===== src/rtl/chnl_tx_arb_pkg.sv =====
// Shared definitions for the chnl_tx_arb frame arbiter: FSM state encoding,
// the tag-header magic value and the header field layout. The header helper
// is only used when CHNL_TX_ARB_TAG_EN is defined.
package chnl_tx_arb_pkg;

    typedef enum logic [1:0] {
        S_IDLE = 2'd0,
        S_HDR  = 2'd1,
        S_DATA = 2'd2,
        S_PAD  = 2'd3
    } state_t;

    localparam logic [15:0] TAG_MAGIC     = 16'hA5C3;
    localparam int          HDR_SRC_LSB   = 0;
    localparam int          HDR_SEQ_LSB   = 8;
    localparam int          HDR_MAGIC_LSB = 16;

    // Header layout: {magic[15:0], seq[7:0], 4'h0, src[3:0]}
    function automatic logic [31:0] make_header(input logic [7:0] seq,
                                                input logic [3:0] src);
        logic [31:0] h;
        h = '0;
        h[HDR_MAGIC_LSB +: 16] = TAG_MAGIC;
        h[HDR_SEQ_LSB   +: 8]  = seq;
        h[HDR_SRC_LSB   +: 4]  = src;
        return h;
    endfunction

endpackage


===== src/rtl/chnl_tx_arb_rr_arbiter.sv =====
// Combinational round-robin picker: returns the first set request at or
// above ptr (wrapping modulo N) as a one-hot grant plus its index.
module rr_arbiter #(
    parameter  int N  = 4,
    localparam int IW = (N > 1) ? $clog2(N) : 1
) (
    input  logic [N-1:0]  req,
    input  logic [IW-1:0] ptr,
    output logic [N-1:0]  grant,
    output logic [IW-1:0] idx,
    output logic          any
);

    logic [IW-1:0] cand;

    // Scan from ptr upward and latch onto the first active requester
    always_comb begin
        grant = '0;
        idx   = '0;
        any   = 1'b0;
        cand  = '0;
        for (int i = 0; i < N; i++) begin
            cand = IW'((int'(ptr) + i) % N);
            if (!any && req[cand]) begin
                any         = 1'b1;
                grant[cand] = 1'b1;
                idx         = cand;
            end
        end
    end

endmodule


===== src/rtl/chnl_tx_arb.sv =====
// Round-robin, frame-granular arbiter in front of chnl_tx. A grant lasts for
// exactly FRAME_BEATS accepted beats; a requester that goes quiet for
// STALL_CYCLES cycles mid-frame has its frame completed with PAD_WORD beats.
// Optional feature macro: CHNL_TX_ARB_TAG_EN adds a header beat carrying a
// frame sequence number and the source id at the start of every frame.
module chnl_tx_arb
    import chnl_tx_arb_pkg::*;
#(
    parameter int                  N_REQ        = 4,
    parameter int                  TX_WIDTH     = 32,
    parameter int                  FRAME_BEATS  = 4,
    parameter int                  STALL_CYCLES = 64,
    parameter logic [TX_WIDTH-1:0] PAD_WORD     = '0
) (
    input  logic                      clk_i,
    input  logic                      rst_ni,
    input  logic [N_REQ-1:0]          req_val_i,
    input  logic [N_REQ*TX_WIDTH-1:0] req_data_i,
    output logic [N_REQ-1:0]          req_rdy_o,
    output logic                      out_val_o,
    output logic [TX_WIDTH-1:0]       out_data_o,
    input  logic                      out_rdy_i,
    output logic [N_REQ-1:0]          grant_o,
    output logic                      pad_o
);

    localparam int PW = $clog2(N_REQ);
    localparam int BW = $clog2(FRAME_BEATS + 1);
    // A zero STALL_CYCLES disables padding; keep a 1-bit counter in that case
    localparam int SW = (STALL_CYCLES > 0) ? $clog2(STALL_CYCLES + 1) : 1;

    localparam logic [BW-1:0] LAST_BEAT = BW'(FRAME_BEATS - 1);
    localparam logic [SW-1:0] STALL_LIM = SW'(STALL_CYCLES);
    localparam logic [SW-1:0] STALL_MAX = '1;
    localparam logic [PW-1:0] LAST_REQ  = PW'(N_REQ - 1);

    state_t            state_q, state_d;
    logic [N_REQ-1:0]  grant_q, grant_d;
    logic [PW-1:0]     gidx_q, gidx_d;
    logic [PW-1:0]     ptr_q, ptr_d;
    logic [BW-1:0]     beat_q, beat_d;
    logic [SW-1:0]     stall_q, stall_d;
`ifdef CHNL_TX_ARB_TAG_EN
    logic [7:0]        seq_q, seq_d;
`endif

    logic [N_REQ-1:0]    arb_grant;
    logic [PW-1:0]       arb_idx;
    logic                arb_any;
    logic                g_val;
    logic [TX_WIDTH-1:0] g_data;
    logic [PW-1:0]       ptr_next;
    logic [SW-1:0]       stall_inc;

    rr_arbiter #(.N(N_REQ)) u_arb (
        .req   (req_val_i),
        .ptr   (ptr_q),
        .grant (arb_grant),
        .idx   (arb_idx),
        .any   (arb_any)
    );

    assign g_val     = req_val_i[gidx_q];
    assign g_data    = req_data_i[int'(gidx_q)*TX_WIDTH +: TX_WIDTH];
    assign ptr_next  = (gidx_q == LAST_REQ) ? '0 : gidx_q + 1'b1;
    assign stall_inc = (stall_q == STALL_MAX) ? stall_q : stall_q + 1'b1;
    assign grant_o   = grant_q;

    // State, ownership and counters; reset drops any frame in flight
    always_ff @(posedge clk_i or negedge rst_ni) begin
        if (!rst_ni) begin
            state_q <= S_IDLE;
            grant_q <= '0;
            gidx_q  <= '0;
            ptr_q   <= '0;
            beat_q  <= '0;
            stall_q <= '0;
`ifdef CHNL_TX_ARB_TAG_EN
            seq_q   <= '0;
`endif
        end else begin
            state_q <= state_d;
            grant_q <= grant_d;
            gidx_q  <= gidx_d;
            ptr_q   <= ptr_d;
            beat_q  <= beat_d;
            stall_q <= stall_d;
`ifdef CHNL_TX_ARB_TAG_EN
            seq_q   <= seq_d;
`endif
        end
    end

    // Next-state logic and the output mux for the current owner
    always_comb begin
        state_d    = state_q;
        grant_d    = grant_q;
        gidx_d     = gidx_q;
        ptr_d      = ptr_q;
        beat_d     = beat_q;
        stall_d    = stall_q;
`ifdef CHNL_TX_ARB_TAG_EN
        seq_d      = seq_q;
`endif
        out_val_o  = 1'b0;
        out_data_o = '0;
        req_rdy_o  = '0;
        pad_o      = 1'b0;

        case (state_q)
            S_IDLE: begin
                // Grant only; the first beat moves on the following cycle
                if (arb_any) begin
                    grant_d = arb_grant;
                    gidx_d  = arb_idx;
                    beat_d  = '0;
                    stall_d = '0;
`ifdef CHNL_TX_ARB_TAG_EN
                    state_d = S_HDR;
`else
                    state_d = S_DATA;
`endif
                end
            end

`ifdef CHNL_TX_ARB_TAG_EN
            S_HDR: begin
                out_val_o  = 1'b1;
                out_data_o = TX_WIDTH'(make_header(seq_q, 4'(gidx_q)));
                if (out_rdy_i) begin
                    seq_d   = seq_q + 8'd1;
                    beat_d  = beat_q + 1'b1;
                    stall_d = '0;
                    if (beat_q == LAST_BEAT) begin
                        ptr_d   = ptr_next;
                        grant_d = '0;
                        state_d = S_IDLE;
                    end else begin
                        state_d = S_DATA;
                    end
                end
            end
`endif

            S_DATA: begin
                out_val_o  = g_val;
                out_data_o = g_data;
                req_rdy_o  = grant_q & {N_REQ{out_rdy_i}};
                if (g_val && out_rdy_i) begin
                    beat_d  = beat_q + 1'b1;
                    stall_d = '0;
                    if (beat_q == LAST_BEAT) begin
                        ptr_d   = ptr_next;
                        grant_d = '0;
                        state_d = S_IDLE;
                    end
                end else if (!g_val) begin
                    // Only an absent requester counts as a stall, not backpressure
                    stall_d = stall_inc;
                    if (STALL_CYCLES != 0 && stall_inc == STALL_LIM) begin
                        pad_o   = 1'b1;
                        state_d = S_PAD;
                    end
                end
            end

            S_PAD: begin
                out_val_o  = 1'b1;
                out_data_o = PAD_WORD;
                if (out_rdy_i) begin
                    beat_d = beat_q + 1'b1;
                    if (beat_q == LAST_BEAT) begin
                        ptr_d   = ptr_next;
                        grant_d = '0;
                        state_d = S_IDLE;
                    end
                end
            end

            default: begin
                state_d = S_IDLE;
                grant_d = '0;
            end
        endcase
    end

endmodule


===== config.mk =====
export PLATFORM = sky130hd
export DESIGN_NAME = chnl_tx_arb
export DESIGN_NICKNAME = d
export VERILOG_FILES = /design/src/rtl/chnl_tx_arb_pkg.sv /design/src/rtl/chnl_tx_arb_rr_arbiter.sv /design/src/rtl/chnl_tx_arb.sv
export SDC_FILE = /design/constraint.sdc
export NUM_CORES = 1
export LEC_CHECK = 0
export ABC_AREA = 1
export BUFFER_PORTS_ARGS = -buffer_cell sky130_fd_sc_hd__buf_2
export CORE_AREA = 2 2 74 94
export CTS_CLUSTER_SIZE = 16
export DETAILED_ROUTE_END_ITERATION = 8
export DIE_AREA = 0 0 76 96
export PLACE_DENSITY = 0.81
export SYNTH_ARGS = -nofsm -noshare
export SYNTH_HDL_FRONTEND = slang
export SYNTH_SLANG_ARGS = --single-unit

===== constraint.sdc =====
create_clock -name clk_i -period 2.5 [get_ports clk_i]
set_clock_uncertainty 0.15 [all_clocks]
set_input_delay 0.75 -clock clk_i [delete_from_list [all_inputs] [get_ports clk_i]]
set_output_delay 0.75 -clock clk_i [all_outputs]
set_load 0.01 [all_outputs]

==> summary.txt, run 1 <==
Outcome = finished, violations left
Failing checks = negative setup slack
Slew HR = 0.691
CTS Hold Bufs = 0
RSZ-0062 raised after global routing = yes
Crit path time final = 2.60 ns
Crit Path Class = reg -> out
Req. time, crit path = 1.60 ns
Switch share = 0.551
Worst IR Drop VDD = 0.667 mV
Synth Register Bits = 20
Worst reg2reg path startpoint = ptr_q[1]
Gate power share = 0.831
Via count = 4,069
Cell taking the most area after synthesis = nor2_1
Drt first pass iters = 5
Final hold violations = 0
Top cell type's share of synthesized area = 0.209
Vias in the first global route = 3,422
Number of synthesized flops with an enable pin = 0
Die area = 7300 um2
Rows = 33
PwrDens = 1130 nW/um2
Cells after synthesis = 497
IO buf count = 176
Die Y = 96 um
Design area = 4250 um2
Min-delay worst type = in -> async
Vias per cell = 5.30
CP Launch Point = stall_q[1]
Worst Setup Start Kind = register
Final GP Congestion = 0.985
Total congestion overflow = 0
Max-cap viol count = 0
Post-DP HPWL = 7540 um
Layout area overhead = 54.9%
Final setup vio count = 11
Final period utilization = 1.04
H-tree Lvls = 1
Clock Sink Count = 20
Register area = 505 um2
Root Buffer = clkbuf_8
CTS Buffer Depth = 2
Leak pwr = 2.25 nW
DRC Markers = 0
Achievable Freq = 384 MHz
Main synth FF type = dfrtp_1
Seq/Total Area, Yosys = 0.183
Worst-margin pin slew = 0.463 ns
Sequential fraction of design power = 0.118
Post-layout nets = 827
CP max FO = 4
Final Util = 0.664
CTS tree = yes
Mapped Nets = 644
Detailed Route Iter0 Violations = 176
Leading post-synthesis cells by cell area = nor2_1 (21%), dfrtp_1 (18%), o21ai_0 (12%)
TritonCTS buffer count = 3
Total internal power = 2.15 mW
Worst-Skew Late Latency = 0.26 ns
Global-route wire length before repair = 15,400 um
Syn Std Cell Area = 2740 um2
Clock slew at reported path FFs = 0.07 ns
Synth Warn # = 0
Count of cell types in the netlist = 31
Critical path arrival = 1.70 ns
Syn Area/Cell = 5.52 um2
Fillers = 563
Hold Slack = 0.287 ns
Clock Power Share = 0.051
Starting Density = 0.428
GRT Total Usage = 0.252
Post-synth ARST share = 1.00
Largest net degree at the start of global routing = 66
Setup WS post-layout = -0.104 ns
DP Area = 3740 um2
Commonest non-fill, non-tap cell in the layout = buf_2
Die X = 76 um
Initial antenna violation count = 3
Multi-input logic area = 2230 um2
Routed wire length = 11,100 um
Pins over their slew limit = 0
Crit end category = output port
Wire length per cell = 14.4 um
Top Ports = 177
Most frequent cells in the layout = buf_2 (176), nor2_1 (126), nand2_1 (87), o21ai_0 (36), o21ai_1 (36)
Total core area = 6400 um2
DRT antenna net count = 0
Share of cells above drive strength 1 = 0.406
P_sw = 2.64 mW
==> what timing repair did <==
action / 4_1_cts / 5_1_grt
buffers inserted: 3 / 7
gates resized for setup: 8 / 93
endpoints found under the setup margin: 1 / 34
cloned: 0 / 6
pin swaps: 1 / 50
==> synth_stat cells, types with 5 or more instances <==
cell        n
nor2_1    153
nand2_1    89
o21ai_0    67
a21oi_1    35
nand3_1    35
dfrtp_1    20
inv_1      16
ha_1       12
clkbuf_1   10
buf_2       8
inv_2       8
buf_1       6
o21ai_1     5
==> registers in the layout, summed over array words and instances (netlist names) <==
name,flops
beat_q,3
gidx_q,2
grant_o,4
ptr_q,2
stall_q,7
state_q,2
==> layout make-up <==
type / instances / area share
diodes: 2 / 0.00118
clock buffers: 4 / 0.0130
inverters: 25 / 0.0233
multi-input cells: 426 / 0.525
flip-flops and latches: 20 / 0.119
well taps: 87 / 0.0256
repair buffers: 204 / 0.293
==> stage by stage <==
stage | worst slack [ns] | total power [mW] | cells | setup TNS [ns]
after floorplan | 0.200 | 2.91 | 497 | 0
after global placement | -0.0845 | 3.86 | 746 | -0.0845
after detailed placement | -0.114 | 3.92 | 746 | -0.114
after CTS | -0.0528 | 4.22 | 753 | -0.0528
after global routing | -0.245 | 5.25 | 767 | -2.45
final | -0.104 | 4.79 | 768 | -0.460
==> worst paths after layout <==
path                               to  slack (ns)  depth (start not counted)
min in group clk_i          beat_q[2]        0.35                          2
max                             pad_o       -0.10                          8
min                        grant_o[2]        0.29                          1
max reg2reg                stall_q[2]        0.31                         12
min reg2reg                 beat_q[2]        0.35                          2
max in group asynchronous  state_q[1]        1.57                          1
==> critical path, stage by stage, from the launching register on <==
cell	delay, ns
dfrtp_1	0.41
ha_4	0.19
nand3_2	0.08
o21bai_1	0.22
nand3_1	0.10
nor2_1	0.11
nand3_1	0.11
nor2_1	0.11
buf_2	0.13
==> power by group through the flow <==
stage / logic (mW) / clock network, mW / registers [mW]
after global placement: 3.31 / 0 / 0.551
after CTS: 3.41 / 0.253 / 0.555
final: 3.98 / 0.244 / 0.567
after global routing: 4.40 / 0.261 / 0.585
after floorplan: 2.37 / 0 / 0.536
after detailed placement: 3.36 / 0 / 0.558
==> metal layers <==
metal	global-route usage	wire length [um]	part of all wire
met1	0.317	4350	0.39
met2	0.446	5470	0.49
met3	0.0460	855	0.077
met4	0.0712	371	0.034
met5	0	10	0.00090
==> logic make-up after synthesis <==
family,count (synthesis),share of synthesized area
buffers and inverters,51,0.0785
AO/OA/AOI/OAI,116,0.222
AND/OR/NAND/NOR,295,0.452
adder cells (fa/ha/maj),12,0.0548
flip-flops,20,0.183
XOR/XNOR,3,0.00959
Note: power is estimated with default switching activity, not from simulation.
==> run 2, diff against run 1 <==
==> constraint.sdc (replaced) <==
create_clock -name clk_i -period 2.4 [get_ports clk_i]
set_clock_uncertainty 0.15 [all_clocks]
set_input_delay 0.72 -clock clk_i [delete_from_list [all_inputs] [get_ports clk_i]]
set_output_delay 0.72 -clock clk_i [all_outputs]
set_load 0.01 [all_outputs]
==> summary.txt, run 2 (synthesis results as in run 1) <==
Share of cells above drive strength 1 = 0.465 (+0.0588)
Post-layout nets = 840 (+1.6%)
Largest Register = stall_q
RSZ-0062 raised after global routing = yes
CP max-delay cell = dfrtp_1
IO buf count = 176 (unchanged)
TritonCTS buffer count = 3 (unchanged)
Vias in the first global route = 3,731 (+9.0%)
PwrDens = 1210 nW/um2 (+6.9%)
Multi-input logic area = 2400 um2 (+7.6%)
Fillers = 475 (-16%)
Leak pwr = 2.37 nW (+5.3%)
Critical path arrival = 1.73 ns (+0.03 ns)
Outcome = finished, violations left
Crit Path Class = reg -> out
Layout area overhead = 68.8%
Total core area = 6400 um2 (unchanged)
Worst-margin pin slew = 0.447 ns (-0.0161 ns)
Max-cap viol count = 0 (unchanged)
Commonest non-fill, non-tap cell in the layout = buf_2
Largest net degree at the start of global routing = 34 (-48%)
Register area = 503 um2 (-0.50%)
Clock Sink Count = 20 (unchanged)
H-tree Lvls = 1 (unchanged)
Setup WS post-layout = -0.200 ns (-0.0962 ns)
Die Y = 96 um (unchanged)
CP max FO = 4 (unchanged)
Achievable Freq = 385 MHz
Total congestion overflow = 0 (unchanged)
DRC Markers = 0 (unchanged)
Initial antenna violation count = 3 (unchanged)
Min-delay worst type = in -> async
Clock slew at reported path FFs = 0.08 ns (about the same)
Final GP Congestion = 0.947 (-3.8%)
Rows = 33 (unchanged)
Most frequent cells in the layout = buf_2 (176), nor2_1 (96), nand2_1 (84), o21ai_1 (60), a21oi_1 (35)
Final setup vio count = 35 (+24)
CTS Buffer Depth = 2 (unchanged)
Max reg flops = 7 (unchanged)
Vias per cell = 5.41 (+2.1%)
Final hold violations = 0 (unchanged)
Starting Density = 0.428 (unchanged)
Worst-path cell chain = ha_4, nand2_1, nand2_1, nor2_2, nand3_2, nor2_2, nand3_2, nor2_1, buf_2
Global-route wire length before repair = 17,200 um (+12%)
Wire length per cell = 15.2 um (+5.4%)
Total Power = 5.58 mW (+16%)
Worst Setup Start Kind = register
Slew HR = 0.702 (+0.0107)
DRT antenna net count = 0 (unchanged)
CP Launch Point = stall_q[0]
CTS tree = yes
Die area = 7300 um2 (unchanged)
Hold Slack = 0.245 ns (-0.0416 ns)
Worst reg2reg path startpoint = stall_q[0]
Detailed Route Iter0 Violations = 228 (+30%)
Final period utilization = 1.08
Worst IR Drop VDD = 0.758 mV (+14%)
Failing checks = negative setup slack
GRT Total Usage = 0.285 (+0.0331)
Die X = 76 um (unchanged)
CTS Hold Bufs = 0 (unchanged)
Top Ports = 177 (unchanged)
Root Buffer = clkbuf_8
Crit path time final = 2.60 ns
Req. time, crit path = 1.53 ns (-0.07 ns)
Via count = 4,229 (+3.9%)
Crit end category = output port
Routed wire length = 11,900 um (+7.3%)
Post-DP HPWL = 7780 um (+3.1%)
CP peak stage delay = 0.42 ns (about the same)
Drt first pass iters = 6 (+1)
Worst-Skew Late Latency = 0.26 ns (about the same)
Pins over their slew limit = 0 (unchanged)
## run 2: layer usage
| metal | GRT usage | share of wire |
|---|---|---|
| met5 | 0 | 0.00076 |
| met4 | 0.105 | 0.047 |
| met3 | 0.0591 | 0.082 |
| met2 | 0.516 | 0.50 |
| met1 | 0.336 | 0.37 |
## run 2: final cells by class
class,count,area share
multi-input combinational,426,0.518
inverter,25,0.0214
tap,87,0.0235
clock buffer,3,0.00892
timing repair buffer,217,0.311
antenna,3,0.00162
sequential,20,0.109
clock inverter,1,0.00649
## run 2: metrics by stage
| step | TNS [ns] | instance area [um2] | instances | setup WS [ns] | util |
|---|---|---|---|---|---|
| 4_1_cts | -2.12 | 4230 | 771 | -0.134 | 0.661 |
| 3_3_place_gp | -0.123 | 3760 | 749 | -0.123 | 0.588 |
| 3_5_place_dp | -0.143 | 3760 | 749 | -0.143 | 0.588 |
| 5_1_grt | -5.69 | 4620 | 779 | -0.286 | 0.722 |
| 2_1_floorplan | 0 | 2740 | 497 | 0.141 | - |
| 6_report | -2.70 | 4630 | 782 | -0.200 | 0.723 |
## run 2: worst paths after layout
| check | slack (ns) | endpoint | cells past startpoint |
|---|---|---|---|
| worst min register to register | 0.34 | beat_q[1] | 2 |
| max in group asynchronous | 1.52 | gidx_q[1] | 1 |
| worst min-delay path | 0.25 | state_q[0] | 1 |
| min in group clk_i | 0.34 | beat_q[1] | 2 |
| worst max-delay path | -0.20 | pad_o | 9 |
| worst max register to register | -0.10 | state_q[1] | 17 |
## run 2: where the power goes
part	switching [mW]	internal, mW	total (mW)
clock	0.112	0.223	0.335
sequential	0.110	0.450	0.560
combinational	2.76	1.92	4.68
total	2.99	2.59	5.58
## run 2: what timing repair did
item                       4_1_cts  5_1_grt
cloned                           5        6
buffers inserted                13        5
setup endpoints to repair       23       36
pin swaps                       23       64
resized for setup               80      110
## run 2: critical path: cells and delay by family, from the launching register on
kind | cells | cell delay, ns
AND/OR/NAND/NOR | 7 | 0.73
flip-flops | 1 | 0.42
adder cells (fa/ha/maj) | 1 | 0.19
buffers and inverters | 1 | 0.13
==> run 3, diff against run 2 <==
--- a/config.mk
+++ b/config.mk
@@ -7,11 +7,11 @@
 export LEC_CHECK = 0
 export ABC_AREA = 1
 export BUFFER_PORTS_ARGS = -buffer_cell sky130_fd_sc_hd__buf_2
-export CORE_AREA = 2 2 74 94
+export CORE_AREA = 2 2 78 99
 export CTS_CLUSTER_SIZE = 16
 export DETAILED_ROUTE_END_ITERATION = 8
-export DIE_AREA = 0 0 76 96
-export PLACE_DENSITY = 0.81
+export DIE_AREA = 0 0 80 101
+export PLACE_DENSITY = 0.77
 export SYNTH_ARGS = -nofsm -noshare
 export SYNTH_HDL_FRONTEND = slang
 export SYNTH_SLANG_ARGS = --single-unit
==> constraint.sdc (replaced) <==
create_clock -name clk_i -period 2.2 [get_ports clk_i]
set_clock_uncertainty 0.15 [all_clocks]
set_input_delay 0.66 -clock clk_i [delete_from_list [all_inputs] [get_ports clk_i]]
set_output_delay 0.66 -clock clk_i [all_outputs]
set_load 0.01 [all_outputs]
==> summary.txt, run 3 (synthesis results as in run 1) <==
Outcome = finished, violations left
Failing checks = negative setup slack
Final setup vio count = 34 (-2.9%)
Register area = 503 um2 (unchanged)
Most frequent cells in the layout = buf_2 (176), nor2_1 (86), nand2_1 (84), o21ai_1 (60), nor2_4 (36)
Die area = 8080 um2 (+11%)
Final hold violations = 0 (unchanged)
Starting Density = 0.382 (-0.0466)
Dpl cells = 764 (+2.0%)
TritonCTS buffer count = 3 (unchanged)
RSZ-0062 raised after global routing = yes
Critical path arrival = 1.73 ns (about the same)
Achievable Freq = 394 MHz
Slew HR = 0.677 (-0.0250)
Final Util = 0.708 (-0.0151)
Root Buffer = clkbuf_8
Final period utilization = 1.15
CTS tree = yes
Total congestion overflow = 0 (unchanged)
Non-filler cells, final = 805 (+2.9%)
Reg2Reg Setup Slack = 0.17 ns (+0.27 ns)
Drt first pass iters = 5 (-1)
IO buf count = 176 (unchanged)
Crit Path Class = reg -> out
Crit end category = output port
Worst Setup Start Kind = register
CP peak stage delay = 0.41 ns (about the same)
Routed wire length = 13,400 um (+13%)
DP Worst Slack = -0.125 ns (+0.0175 ns)
PwrDens = 1390 nW/um2 (+15%)
Vias per cell = 5.53 (+2.3%)
Die Y = 101 um (+5.2%)
DRT antenna net count = 0 (unchanged)
GRT Total Usage = 0.284 (-0.000431)
Via count = 4,453 (+5.3%)
Worst flop-to-flop path endpoint = stall_q[2]
CTS Buffer Depth = 2 (unchanged)
Largest Register = stall_q
Vias in the first global route = 4,004 (+7.3%)
H-tree Lvls = 1 (unchanged)
Post-layout nets = 860 (+2.4%)
Total core area = 7180 um2 (+12%)
Multi-input logic area = 2490 um2 (+3.8%)
Worst-Skew Late Latency = 0.26 ns (about the same)
Worst reg2reg path startpoint = ptr_q[1]
Share of cells above drive strength 1 = 0.511 (+0.0459)
Worst IR Drop VDD = 1.37 mV (+81%)
Crit path time final = 2.54 ns
Fillers = 533 (+12%)
CP max FO = 4 (unchanged)
DRC Markers = 0 (unchanged)
CP max-delay cell = dfrtp_1
Clock Sink Count = 20 (unchanged)
Pins over their slew limit = 0 (unchanged)
Final GP Congestion = 0.880 (-7.2%)
Max-cap viol count = 0 (unchanged)
Min-delay worst type = in -> async
Rows = 35 (+6.1%)
Total Power = 7.07 mW (+27%)
Post-DP HPWL = 8050 um (+3.5%)
Commonest non-fill, non-tap cell in the layout = buf_2
Layout area overhead = 85.4%
Initial antenna violation count = 1 (-2)
Largest net degree at the start of global routing = 33 (-2.9%)
Worst-path cell chain = ha_4, nand3_4, inv_2, nand2_2, nand2_2, nand3_1, nor2_1, nand3_1, nor2_1, buf_2
Leak pwr = 2.56 nW (+8.0%)
Number of cells on the worst reg-to-reg path = 12 (-5)
Worst-margin pin slew = 0.484 ns (+0.0375 ns)
Global-route wire length before repair = 18,500 um (+7.2%)
CP Buf/Inv Count = 2 (+1)
Top Family by Delay on Critical Path = simple AND/OR/NAND/NOR gates
Clock slew at reported path FFs = 0.08 ns (about the same)
Max reg flops = 7 (unchanged)
Req. time, crit path = 1.39 ns (-0.14 ns)
Wire length per cell = 16.7 um (+9.8%)
Die X = 80 um (+5.3%)
Detailed Route Iter0 Violations = 230 (+0.88%)
Top Ports = 177 (unchanged)
Setup WS post-layout = -0.336 ns (-0.135 ns)
-- run 3: how the worst max path moves through the flow --
stage | from | endpoint | slack, ns | depth (start not counted)
after floorplan | stall_q[0] | pad_o | 0.0005 | 8
after global placement | req_val_i[0] | pad_o | -0.13 | 9
after detailed placement | req_val_i[0] | pad_o | -0.13 | 9
after CTS | stall_q[1] | pad_o | -0.26 | 9
after global routing | stall_q[0] | pad_o | -0.46 | 8
final | stall_q[0] | pad_o | -0.34 | 10
-- run 3: final cells by class --
type | count | share of cell area
Antenna cell | 1 | 0.000492
Tap cell | 92 | 0.0226
Clock buffer | 4 | 0.0108
Multi-Input combinational cell | 426 | 0.490
Inverter | 25 | 0.0224
Timing Repair Buffer | 237 | 0.355
Sequential cell | 20 | 0.0989
-- run 3: metrics by stage --
step / setup TNS [ns] / hold slack (ns) / cell area, um2
finish: -7.20 / 0.200 / 5080
global route: -9.82 / 0.242 / 5080
CTS: -5.96 / 0.211 / 4800
detailed placement: -0.146 / 0.309 / 3870
global placement: -0.152 / 0.309 / 3870
floorplan: 0 / 0.214 / 2740
-- run 3: power by group --
part           internal [mW]  leakage [nW]  total (mW)  switching, mW
Combinational           2.76          2.28        6.19           3.43
Clock                  0.159        0.0288       0.287          0.128
Sequential             0.489         0.257       0.594          0.105
Total                   3.40          2.56        7.07           3.67
-- run 3: per-layer routing --
layer,GRT usage,vias to the layer above,part of all wire
met5,0,-,0
met4,0.111,0,0.049
met3,0.0421,71,0.091
met2,0.538,293,0.51
met1,0.311,2037,0.35
li1,-,2052,-
-- run 3: what timing repair did --
action                                  in CTS  in global routing
pin swaps                                   66                 55
hold buffers                                 0                  0
setup buffers                               20                  5
resized for setup                          173                 78
endpoints found under the setup margin      37                 43
gates cloned                                13                  1
